**src/rtl/ccm_coef_bank.sv**
```systemverilog
// Double-buffered 3x3 colour-matrix coefficient store: writes land in a shadow
// bank and are copied to the active bank on the first frame_start after commit.
module ccm_coef_bank #(
   parameter int MDW         = 16,
   parameter int UNITY_SHIFT = 8
) (
   input  logic             clk,
   input  logic             rstn,
   input  logic             wr_valid,
   output logic             wr_ready,
   input  logic [3:0]       wr_addr,
   input  logic [MDW-1:0]   wr_data,
   input  logic             commit,
   input  logic             frame_start,
   output logic [9*MDW-1:0] matrix,
   output logic             pending,
   output logic             swap_done,
   output logic             wr_err,
   output logic             dirty
);

   typedef enum logic {IDLE, ARMED} state_t;

   localparam logic [MDW-1:0] UNITY = {{(MDW-1){1'b0}}, 1'b1} << UNITY_SHIFT;

   state_t         state_q, state_d;
   logic [MDW-1:0] shadow_q [9];
   logic [MDW-1:0] active_q [9];
   logic           wr_fire;
   logic           addr_ok;
   logic           do_swap;

   function automatic logic [MDW-1:0] identity_at(input int k);
      return (k == 0 || k == 4 || k == 8) ? UNITY : '0;
   endfunction

   // Writes are only accepted while IDLE so the shadow is frozen once armed.
   assign wr_fire   = wr_valid && (state_q == IDLE);
   assign addr_ok   = (wr_addr <= 4'd8);
   assign wr_ready  = (state_q == IDLE);
   assign pending   = (state_q == ARMED);

   always_comb begin
      state_d = state_q;
      do_swap = 1'b0;
      case (state_q)
         IDLE:  if (commit) state_d = ARMED;
         ARMED: if (frame_start) begin
                   state_d = IDLE;
                   do_swap = 1'b1;
                end
         default: state_d = IDLE;
      endcase
   end

   always_ff @(posedge clk or negedge rstn) begin
      if (!rstn) begin
         state_q   <= IDLE;
         dirty     <= 1'b0;
         wr_err    <= 1'b0;
         swap_done <= 1'b0;
         for (int k = 0; k < 9; k++) begin
            shadow_q[k] <= identity_at(k);
            active_q[k] <= identity_at(k);
         end
      end else begin
         state_q   <= state_d;
         wr_err    <= wr_fire && !addr_ok;
         swap_done <= do_swap;
         if (do_swap) begin
            dirty <= 1'b0;
         end else if (wr_fire && addr_ok) begin
            dirty <= 1'b1;
         end
         // All nine entries move together so the multiplier never sees a mixed matrix.
         for (int k = 0; k < 9; k++) begin
            if (wr_fire && wr_addr == 4'(k)) begin
               shadow_q[k] <= wr_data;
            end
            if (do_swap) begin
               active_q[k] <= shadow_q[k];
            end
         end
      end
   end

   always_comb begin
      matrix = '0;
      for (int k = 0; k < 9; k++) begin
         matrix[k*MDW +: MDW] = active_q[k];
      end
   end

endmodule

```
**config.mk**
```make
export PLATFORM = sky130hd
export DESIGN_NAME = ccm_coef_bank
export DESIGN_NICKNAME = d
export VERILOG_FILES = /design/src/rtl/ccm_coef_bank.sv
export SDC_FILE = /design/constraint.sdc
export NUM_CORES = 1
export LEC_CHECK = 0
export ABC_AREA = 1
export ABC_CLOCK_PERIOD_IN_PS = 1400
export CAP_MARGIN = 30
export CORE_ASPECT_RATIO = 1.2
export CORE_UTILIZATION = 49
export CTS_CLUSTER_DIAMETER = 50
export DETAILED_ROUTE_END_ITERATION = 8
export PLACE_DENSITY = 0.88
export SETUP_SLACK_MARGIN = 0.02
export SYNTH_ARGS = -nofsm -noshare
export SYNTH_HDL_FRONTEND = slang
export SYNTH_SLANG_ARGS = --single-unit
```
**constraint.sdc**
```tcl
create_clock -name clk -period 1.4 [get_ports clk]
set_input_delay 0.35 -clock clk [delete_from_list [all_inputs] [get_ports clk]]
set_output_delay 0.35 -clock clk [all_outputs]
set_load 0.02 [all_outputs]
```
# [Yosys cells after proc, flatten, opt, wreduce, memory -nomap -nowiden]
# Cells that the tools add are included.
[classes] muxes=7 n_addsub=0 n_reduce_logical=15 eq_ne=8 magnitude_cmp=1 shifts=0 bitwise=1 div_mod_pow=0 multipliers=0
[ops] operator="equality test 4 x 3 -> 1 bit (second input constant)" count=4
[ops] operator="logical AND 1 bit" count=12
[ops] operator="equality test 4 x 2 -> 1 bit (second input constant)" count=2
[ops] operator="2-to-1 mux 1 bit" count=6
[ops] operator="equality test 4 x 1 -> 1 bit (second input constant)" count=1
[ops] operator="equality test 4 bit (second input constant)" count=1
[ops] operator="<= comparator 4 bit (second input constant)" count=1
[ops] operator="logical NOT 4 bit" count=1
[ops] operator="case mux 1 bit (2 select lines)" count=1
[ops] operator="nonzero test 2 bit" count=1
[ops] operator="logical NOT 1 bit" count=1
[ops] operator="inverter 1 bit" count=1
[word_totals] latchBits=0 n_memories=0 mem_bits_rw=0 inputBits=25 register_bits=292 elab_cells=54 output_inout_bits=149 romBits=0

# [Depth between registers and ports, before layout]
# Gate-level depths: netlist of run 1.
[logic_depth] ltp_word=5 mapped_depth=7 ltp_nobuf=6

# [Worst setup path after synthesis of run 1]
# Ideal clock, no wire load.
[synth_path] path_type="register -> register" from="reg state_q, in the netlist pending" to="reg shadow_q[26] in the netlist's numbering" period_less_slack_ns=1.501 path_stages_with_launch=7 required_ns=1.335 n_path_buf=1 slack_ns=-0.101 arrival_ns=1.436 setup_time_ns=0.065 path_cell_list="dfrtp_1 inv_1 nand2_2 nor2_4 buf_4 nand3_1 nand2_1"
[synth_between] elab_chain_len=3
[synth_rtl] element="start, declared" line="26" rtl="state_t state_q, state_d;"
[synth_rtl] element="start signal, assigned" line="67" rtl="state_q <= state_d;"
[synth_rtl] element="inverter 1 bit"
[synth_rtl] element="via wr_ready" line="10" rtl="output logic wr_ready,"
[synth_rtl] element="logical AND 1 bit" line="38" rtl="assign wr_fire = wr_valid && (state_q == IDLE);"
[synth_rtl] element="logical AND 1 bit" line="77" rtl="if (wr_fire && wr_addr == 4'(k)) begin"
[synth_rtl] element="end signal, assigned by index" line="63" rtl="shadow_q[k] <= identity_at(k);"
[synth_rtl] element="end signal, assigned by index" line="78" rtl="shadow_q[k] <= wr_data;"
[synth_rtl] element="end, declared" line="27" rtl="logic [MDW-1:0] shadow_q [9];"
# The timed path passes the listed nets, and every way through them passes these cells.
# A chain may end at the register's enable or synchronous reset.

# [Final worst setup path of run 1]
[layout_path] from="reg state_q, in the netlist pending" to="reg shadow_q[59] in the netlist's numbering"
[layout_between] elab_chain_len=3
[layout_rtl] element="inverter 1 bit"
[layout_rtl] element="logical AND 1 bit" line="38"
[layout_rtl] element="logical AND 1 bit" line="77"
# No other way between the ends.

==> run metrics, run 1 <==
Via-to-Cell Ratio=5.71; Post-synth EDFFs=0; Die X=142 um; power per cell area=1650 mW/mm^2; DR iter-0 viols=1168; post-route setup slack=-0.149 ns; # setup viols final=244; final setup skew=0.00864 ns; via count of the first global-routing pass=10120; post-placement cell area=0.0141 mm^2; GRT Total Usage=0.293; clk sink count=292; Worst Setup Start Kind=flip-flop; die area=0.0242 mm^2; Worst R2R End=shadow_q[59]; Pleak=0.00899 uW; Worst Path Max Fanout=6; setup_tns=-7.77 ns; drc violations=0; sequential area share after synthesis=0.633; share of cells above drive strength 1=0.354; Async SR Flop Fraction=1.00; area grow syn2layout=51.6%; Final GP Congestion=0.793; global-route wire length before repair=54200 um; port buffer count=173; CORE AREA=0.0231 mm^2; Syn Inst Count=1282; dpl cells=1752; crit path to=shadow_q[59]; RR Startpoint=pending; R2R setup slack=-0.15 ns; top cells by area, synth=dfrtp_1, nand2_1, nand3_1; FILL cells=1271; Worst Tran Pin Value=0.375 ns; largest net degree at the start of global routing=80; post-route cell area=0.0175 mm^2; crit path launch=pending; DR WL/cell=21.7 um; io pins=174; initial antenna violation count=2; Syn. warnings=0; Rel. slew slack=0.750; Nets=1608; antenna viol nets, final=0; # rows=61; most frequent cell after synthesis=nand2_1; grt ovf=0; Slew Limit Fails=0; Top FF cell, synth=dfrtp_1; drt total wl=41600 um; clk_lat worst skew=0.54 ns; Setup Crit Path Kind=flip-flop to flip-flop; Yosys reg bits=292; Fin. Hold Viols=0; Layout Cells excl Fill=1918; Worst EP arrival=2.00 ns; DR vias=10949; CTS root buffer=clkbuf_16; largest area contributor in the netlist=dfrtp_1; Initial Utilization=0.499; Mean Syn Cell Area=9.01 um^2; Synth top area share=0.620; Worst R2R Path Depth=9; Die Ht=170 um; Cell Area, Synth=0.0115 mm^2; Worst EP required=1.85 ns; CTS HTree Levels=1; synth unique cells=18; RSZ-0062 raised after global routing=true; min-delay worst type=input port to asynchronous set/reset pin; CP endpoint kind=flip-flop; Peak supply drop=0.978 mV; Num CTS Buffers=26; Longest Clk Path Bufs=3; Post-DP HPWL=20000 um; top post-synthesis cells by count=nand2_1, dfrtp_1, nand3_1; Max Cap Viol=0; Period minus WS final=1.55 ns; CTS tree=done; CTS clk-pin slew, worst paths=0.07 ns; Tcrit/Tclk final=1.11; status=complete, but fails checks; Core Util, Final=0.757; 1st-pass router iterations=9; net count after synthesis=1307; failing checks=setup timing; fmax=646 MHz
[registers in the layout (all words and copies together), names as in the netlist]
name       cells
matrix       144
wr_err         1
shadow_q     144
dirty          1
pending        1
swap_done      1
[kinds of logic after synthesis]
| group | after synthesis | synth area share |
|---|---|---|
| buffers and inverters | 92 | 0.0451 |
| DFF | 292 | 0.633 |
| and+or+nand+nor | 898 | 0.322 |
[repair_timing]
action                                  CTS  global route
pin swaps                                11           130
endpoints found under the hold margin    80             0
setup buffers                            52            41
gates cloned                              9            15
endpoints found under the setup margin  263           313
gates resized for setup                 923           192
hold buffers                              1             0
[worst max-delay path: stages (launching register included)]
cell	delay (ns)
dfrtp_2	0.45
inv_2	0.09
buf_6	0.12
nand2_8	0.06
nor2_4	0.14
buf_6	0.13
buf_6	0.12
clkbuf_16	0.16
nand3_2	0.06
nand2_1	0.11
[where the power goes]
part | internal, uW | leakage [uW] | total (uW) | switching (uW)
clock | 4540 | 0.000441 | 7780 | 3240
combinational | 4290 | 0.00473 | 8930 | 4640
sequential | 10500 | 0.00382 | 12200 | 1670
[worst min-delay path by stage]
stage / slack, ns / startpoint / cells after the start / to
after detailed placement: 0.22 / rstn / 1 / matrix[19]
after CTS: 0.26 / rstn / 2 / matrix[16]
after global routing: 0.27 / rstn / 2 / matrix[16]
after floorplan: 0.05 / rstn / 0 / dirty
after global placement: 0.22 / rstn / 1 / matrix[25]
final: 0.26 / rstn / 2 / matrix[16]
[metal layers]
metal  wire, um  vias to the layer above  track usage
met1      14500                     5380        0.354
met5          0                        -            0
met2      20700                      761        0.486
li1           -                     4587            -
met3       3510                      221       0.0529
met4       2990                        0        0.182
[placed cells by master (no fill, tap or decap)]
cell             netlist  layout
nand2_1              731     699
dfrtp_1              286     285
buf_6                 10     157
nand3_2                4     115
buf_4                  9     112
clkbuf_16              0      38
buf_12                 0      36
nand2_2                1      31
nand3_4                5      26
clkdlybuf4s50_1        0      23
nand3_1              144      16
buf_16                 0      11
nor2_4                 6       7
clkbuf_1              12       6
dfstp_2                6       6
inv_2                  4       5
clkbuf_8               0       5
nor2_1                 4       4
bufinv_16              0       4
clkinvlp_4             0       3
diode_2                0       2
nand2_8                0       2
nor2_2                 2       2
inv_8                  0       1
nor2_8                 1       1
inv_1                  3       1
inv_6                  0       1
clkinv_2               0       1
dlygate4sd3_1          0       1
buf_8                  0       1
dfrtp_2                0       1
[final cells by class]
type,count,area (um^2),area share
Tap cell,315,394,0.0225
Antenna cell,2,5.00,0.000286
Multi-Input combinational cell,903,4670,0.267
Inverter,8,41.3,0.00236
Clock buffer,38,767,0.0438
Clock inverter,8,149,0.00851
Sequential cell,292,7320,0.418
Timing Repair Buffer,352,4160,0.238
[through the flow]
step | worst slack (ns) | hold WS [ns] | power, uW
floorplan | 0.0503 | 0.0544 | 15100
global placement | -0.406 | 0.224 | 18600
detailed placement | -0.437 | 0.223 | 18800
CTS | -0.143 | 0.265 | 27600
global route | -0.193 | 0.274 | 29900
finish | -0.149 | 0.261 | 28900
No activity file was read; power rests on OpenSTA's default activity.
==> run 2: changes to the inputs <==
- PLACE_DENSITY: 0.88 -> unset
- PLACE_DENSITY_LB_ADDON: unset -> 0.08
==> run 2 against run 1 <==
The flow still finishes with violations (setup timing); die area stayed put; first-iteration DRC count shrank 48%; cell count is 0.73% lower; maximum frequency fell by 0.35%; cell area shrank 3.7%; combinational power down 7.4%; clock power down 1%; largest cell class unchanged.
==> run metrics, run 2 (synthesized netlist as in run 1, its figures left out) <==
status=complete, but fails checks (unchanged); failing checks=setup timing (unchanged); Peak supply drop=1.20 mV (was 0.978 mV); WP buf/inv=1 (was 5); setup_tns=-5.82 ns (was -7.77 ns); final setup skew=0.0214 ns (was 0.00864 ns); clk sink count=292 (unchanged); 1st-pass router iterations=5 (was 9); port buffer count=173 (unchanged); post-placement cell area=0.0143 mm^2 (was 0.0141 mm^2); most frequent cells in the layout=nand2_1, dfrtp_1, buf_6 (unchanged); # rows=61 (unchanged); antenna diode count=0 (was 2); CP max stage delay=0.54 ns (was 0.45 ns); DR vias=9728 (was 10949); area grow syn2layout=46.0% (was 51.6%); min-delay worst type=input port to asynchronous set/reset pin (unchanged); Tcrit/Tclk final=1.11 (about the same); share of cells above drive strength 1=0.317 (was 0.354); internal power=19100 uW (was 19400 uW); Worst Setup Start Kind=flip-flop (unchanged); crit path launch=matrix[8] (was pending); die area=0.0242 mm^2 (unchanged); post-route cell area=0.0169 mm^2 (was 0.0175 mm^2); sequential share of power=0.431 (was 0.422); CTS root buffer=clkbuf_16 (unchanged); CTS clk-pin slew, worst paths=0.06 ns (was 0.07 ns); via count of the first global-routing pass=9146 (was 10120); Longest Clk Path Bufs=3 (unchanged); CP endpoint kind=primary output (was flip-flop); CTS tree=done (unchanged); DR WL/cell=17.8 um (was 21.7 um); drc violations=0 (unchanged); P_sw=8910 uW (was 9550 uW); Crit path max-delay family=flip-flops (was buffers and inverters); Fin. Hold Viols=0 (unchanged); Post-DP HPWL=19300 um (was 20000 um); Worst EP arrival=1.20 ns (was 2.00 ns); Rel. slew slack=0.691 (was 0.750); fmax=643 MHz (was 646 MHz); initial antenna violation count=0 (was 2); FILL cells=1690 (was 1271); CP cell instances=buf_6 (was inv_2 -> buf_6 -> nand2_8 -> nor2_4 -> buf_6 -> buf_6 -> clkbuf_16 -> nand3_2 -> nand2_1); Die Ht=170 um (unchanged); antenna viol nets, final=0 (unchanged); Setup Crit Path Kind=flip-flop to primary output (was flip-flop to flip-flop); drt total wl=33800 um (was 41600 um); power per cell area=1660 mW/mm^2 (was 1650 mW/mm^2); CTS HTree Levels=1 (unchanged); Comb power frac=0.295 (was 0.309); largest net degree at the start of global routing=67 (was 80); Num CTS Buffers=29 (was 26); Worst EP required=1.05 ns (was 1.85 ns); Net Sw Frac=0.318 (was 0.330); RSZ-0062 raised after global routing=true (unchanged); Period minus WS final=1.55 ns (about the same); clock network power share=0.274 (was 0.269); # setup viols final=210 (was 244); Worst Path Max Fanout=2 (was 6); Initial Utilization=0.499 (unchanged); Die X=142 um (unchanged); Via-to-Cell Ratio=5.11 (was 5.71); post-route setup slack=-0.154 ns (was -0.149 ns); io pins=174 (unchanged); DR iter-0 viols=613 (was 1168); GRT Total Usage=0.269 (was 0.293); CORE AREA=0.0231 mm^2 (unchanged); most common cell after layout, fill and taps aside=nand2_1 (unchanged); Worst Tran Pin Value=0.464 ns (was 0.375 ns); clk_lat worst skew=0.56 ns (was 0.54 ns); Nets=1593 (was 1608); Max Cap Viol=0 (unchanged); grt ovf=0 (unchanged); Pleak=0.00891 uW (was 0.00899 uW); Slew Limit Fails=0 (unchanged); RR Startpoint=pending (unchanged); Final GP Congestion=0.797 (was 0.793); global-route wire length before repair=49800 um (was 54200 um); slowest CP cell=dfstp_2 (was dfrtp_2)
-- run 2: cell count changes in the layout (fill, tap and decap cells not counted), sizes merged --
cell / change
buf: -13
clkbuf: +4
bufinv: -3
clkinv: +3
diode: -2
nand3: -2
nor2: -1
-- run 2: stage by stage --
step	total power [uW]	instances	util	hold WS, ns	worst slack, ns
finish	28000	1904	0.729	0.233	-0.154
global route	29400	1904	0.729	0.252	-0.174
CTS	27400	1854	0.683	0.229	-0.166
detailed placement	18800	1763	0.616	0.194	-0.434
global placement	18700	1763	0.616	0.191	-0.409
floorplan	15100	1282	-	0.0544	0.0503
-- run 2: metal layers --
layer | GRT usage | wire (um)
met2 | 0.429 | 16400
met3 | 0.0394 | 1960
met5 | 0 | 0
met1 | 0.368 | 14200
met4 | 0.113 | 1230
-- run 2: final cells by class --
class	instances	area [um^2]	area share
clock buffers	44	862	0.0511
flip-flops and latches	292	7320	0.434
repair buffers	337	3960	0.235
clock inverters	8	77.6	0.00460
inverters	8	36.3	0.00215
multi-input cells	900	4220	0.250
well taps	315	394	0.0234
-- run 2: final timing paths --
| kind | slack, ns | cells after the start | to |
|---|---|---|---|
| worst max-delay path | -0.15 | 1 | matrix[8] |
| worst max register to register | -0.05 | 8 | shadow_q[2] |
| worst min register to register | 0.47 | 2 | matrix[88] |
| max in group asynchronous | 0.46 | 3 | shadow_q[123] |
| min in group clk | 0.37 | 3 | pending |
| worst min-delay path | 0.23 | 2 | shadow_q[24] |
-- run 2: timing repair --
action,CTS,global route
gates cloned,4,12
setup endpoints to repair,181,301
setup buffers,34,39
pin swaps,4,58
gates resized for setup,910,135
hold buffers,1,0
hold endpoints to repair,190,0
-- run 2: worst reg2reg max path: cells and delay by family, from the launching register on --
kind / cells / cell delay [ns]
buffers and inverters: 4 / 0.59
flip-flops: 1 / 0.44
AND/OR/NAND/NOR: 4 / 0.31
-- run 2: power by group through the flow --
stage	registers, uW	logic, uW	clock network, uW
6_report	12100	8270	7680
5_1_grt	12300	8950	8120
4_1_cts	12000	7630	7790
3_5_place_dp	11900	6970	0
3_3_place_gp	11900	6850	0
2_1_floorplan	13000	2110	0
==> run 3: changes to the inputs <==
- CORE_UTILIZATION: 49 -> 25
==> run 3 against run 2 <==
The run still ends with setup timing left; routed wire length rose by 26%; total power rose by 8.8%; worst setup slack got worse by 0.0029 ns; clock power rose by 24%; maximum frequency fell by 0.19%; largest power group unchanged; largest cell class unchanged; highest routed layer unchanged; critical path type unchanged; count of clock-buffer cells in the layout rose by 13; first-iteration DRC count fell by 14%.
==> run metrics, run 3 (synthesized netlist as in run 1, its figures left out) <==
Slew Limit Fails=0 (unchanged); setup_tns=-4.89 ns (was -5.82 ns); Worst Setup Start Kind=flip-flop (unchanged); global-route wire length before repair=61800 um (was 49800 um); final setup skew=0.0191 ns (was 0.0214 ns); Comb power frac=0.288 (was 0.295); Worst Tran Pin Value=0.452 ns (was 0.464 ns); DR vias=9701 (was 9728); CP endpoint kind=primary output (unchanged); CTS clk-pin slew, worst paths=0.06 ns (about the same); Worst Path Max Fanout=2 (unchanged); DR iter-0 viols=528 (was 613); Setup Crit Path Kind=flip-flop to primary output (unchanged); Period minus WS final=1.56 ns (was 1.55 ns); Die Ht=237 um (was 170 um); Via-to-Cell Ratio=4.32 (was 5.11); internal power=20800 uW (was 19100 uW); Fin. Hold Viols=0 (unchanged); slowest CP cell=dfstp_2 (unchanged); initial antenna violation count=0 (unchanged); pre-CTS setup slack=-0.523 ns (was -0.434 ns); CORE AREA=0.0452 mm^2 (was 0.0231 mm^2); power per cell area=1680 mW/mm^2 (was 1660 mW/mm^2); Tcrit/Tclk final=1.11 (about the same); CTS HTree Levels=2 (was 1); Max Cap Viol=0 (unchanged); clk_lat worst skew=0.54 ns (was 0.56 ns); Peak supply drop=0.883 mV (was 1.20 mV); GRT Total Usage=0.177 (was 0.269); failing checks=setup timing (unchanged); Die X=198 um (was 142 um); most common cell after layout, fill and taps aside=nand2_1 (unchanged); min-delay worst type=input port to asynchronous set/reset pin (unchanged); post-route setup slack=-0.157 ns (was -0.154 ns); Pleak=0.00927 uW (was 0.00891 uW); Final GP Congestion=0.722 (was 0.797); largest net degree at the start of global routing=54 (was 67); # setup viols final=179 (was 210); CP cell instances=buf_6 (unchanged); Num CTS Buffers=38 (was 29); antenna diode count=0 (unchanged); Post-DP HPWL=24600 um (was 19300 um); DR WL/cell=19.0 um (was 17.8 um); Rel. slew slack=0.698 (was 0.691); sequential share of power=0.400 (was 0.431); fmax=642 MHz (was 643 MHz); clk sink count=292 (unchanged); P_sw=9710 uW (was 8910 uW); Net Sw Frac=0.318 (about the same); status=complete, but fails checks (unchanged); grt ovf=0 (unchanged); # rows=85 (was 61); most frequent cells in the layout=nand2_1, dfrtp_1, buf_6 (unchanged); CTS tree=done (unchanged); RSZ-0062 raised after global routing=true (unchanged); via count of the first global-routing pass=9684 (was 9146); die area=0.0471 mm^2 (was 0.0242 mm^2); WP buf/inv=1 (unchanged); Worst EP required=1.05 ns (about the same); io pins=174 (unchanged); Initial Utilization=0.256 (was 0.499); Crit path max-delay family=flip-flops (unchanged); CTS root buffer=clkbuf_16 (unchanged); Longest Clk Path Bufs=3 (unchanged); Worst EP arrival=1.21 ns (was 1.20 ns); 1st-pass router iterations=5 (unchanged); Nets=1634 (was 1593); drc violations=0 (unchanged); CP max stage delay=0.55 ns (was 0.54 ns); antenna viol nets, final=0 (unchanged); drt total wl=42700 um (was 33800 um); share of cells above drive strength 1=0.372 (was 0.317); clock network power share=0.312 (was 0.274); port buffer count=173 (unchanged); area grow syn2layout=57.2% (was 46.0%)
run 3: final timing paths:
check                      cells past startpoint             to  slack [ns]          start
max                                            1     matrix[72]       -0.16     matrix[72]
min in group clk                               3        pending        0.40         commit
max in group asynchronous                      3   shadow_q[13]        0.47           rstn
max reg2reg                                    8   shadow_q[85]       -0.09        pending
min                                            2     matrix[23]        0.28           rstn
min reg2reg                                    2  shadow_q[121]        0.47  shadow_q[121]
run 3: power by group through the flow:
stage               Clock [uW]  Combinational [uW]  Sequential, uW
floorplan                    0                2110           13000
finish                    9530                8790           12200
detailed placement           0                7150           12000
CTS                       9850                8160           12100
global route             10200                9540           12400
global placement             0                7090           12000
run 3: area by class of cell:
class                   instances  area (um^2)
fillers                      4518        27100
flip-flops and latches        292         7320
multi-input cells             903         4550
repair buffers                366         4260
clock buffers                  57         1170
well taps                     609          762
clock inverters                10         62.6
inverters                       8         36.3
run 3: timing repair:
action,4_1_cts,5_1_grt
cloned,10,12
pin swaps,3,81
hold buffers,1,0
resized for setup,908,210
hold endpoints to repair,64,0
setup endpoints to repair,171,304
buffers inserted,59,41
run 3: metal layers:
layer / routed length (um) / vias up / track usage
li1: - / 4665 / -
met1: 18500 / 4787 / 0.227
met2: 21600 / 197 / 0.302
met3: 1600 / 52 / 0.0275
met4: 956 / 0 / 0.0583
met5: 0 / - / 0
run 3: through the flow:
stage / cells / instance area [um^2] / power, uW / utilization / hold WS (ns)
floorplan: 1282 / 11500 / 15100 / - / 0.0544
detailed placement: 2057 / 14600 / 19100 / 0.323 / 0.252
CTS: 2194 / 16800 / 30100 / 0.373 / 0.275
global route: 2245 / 18100 / 32200 / 0.402 / 0.301
finish: 2245 / 18100 / 30500 / 0.402 / 0.283
global placement: 2057 / 14600 / 19100 / 0.323 / 0.247
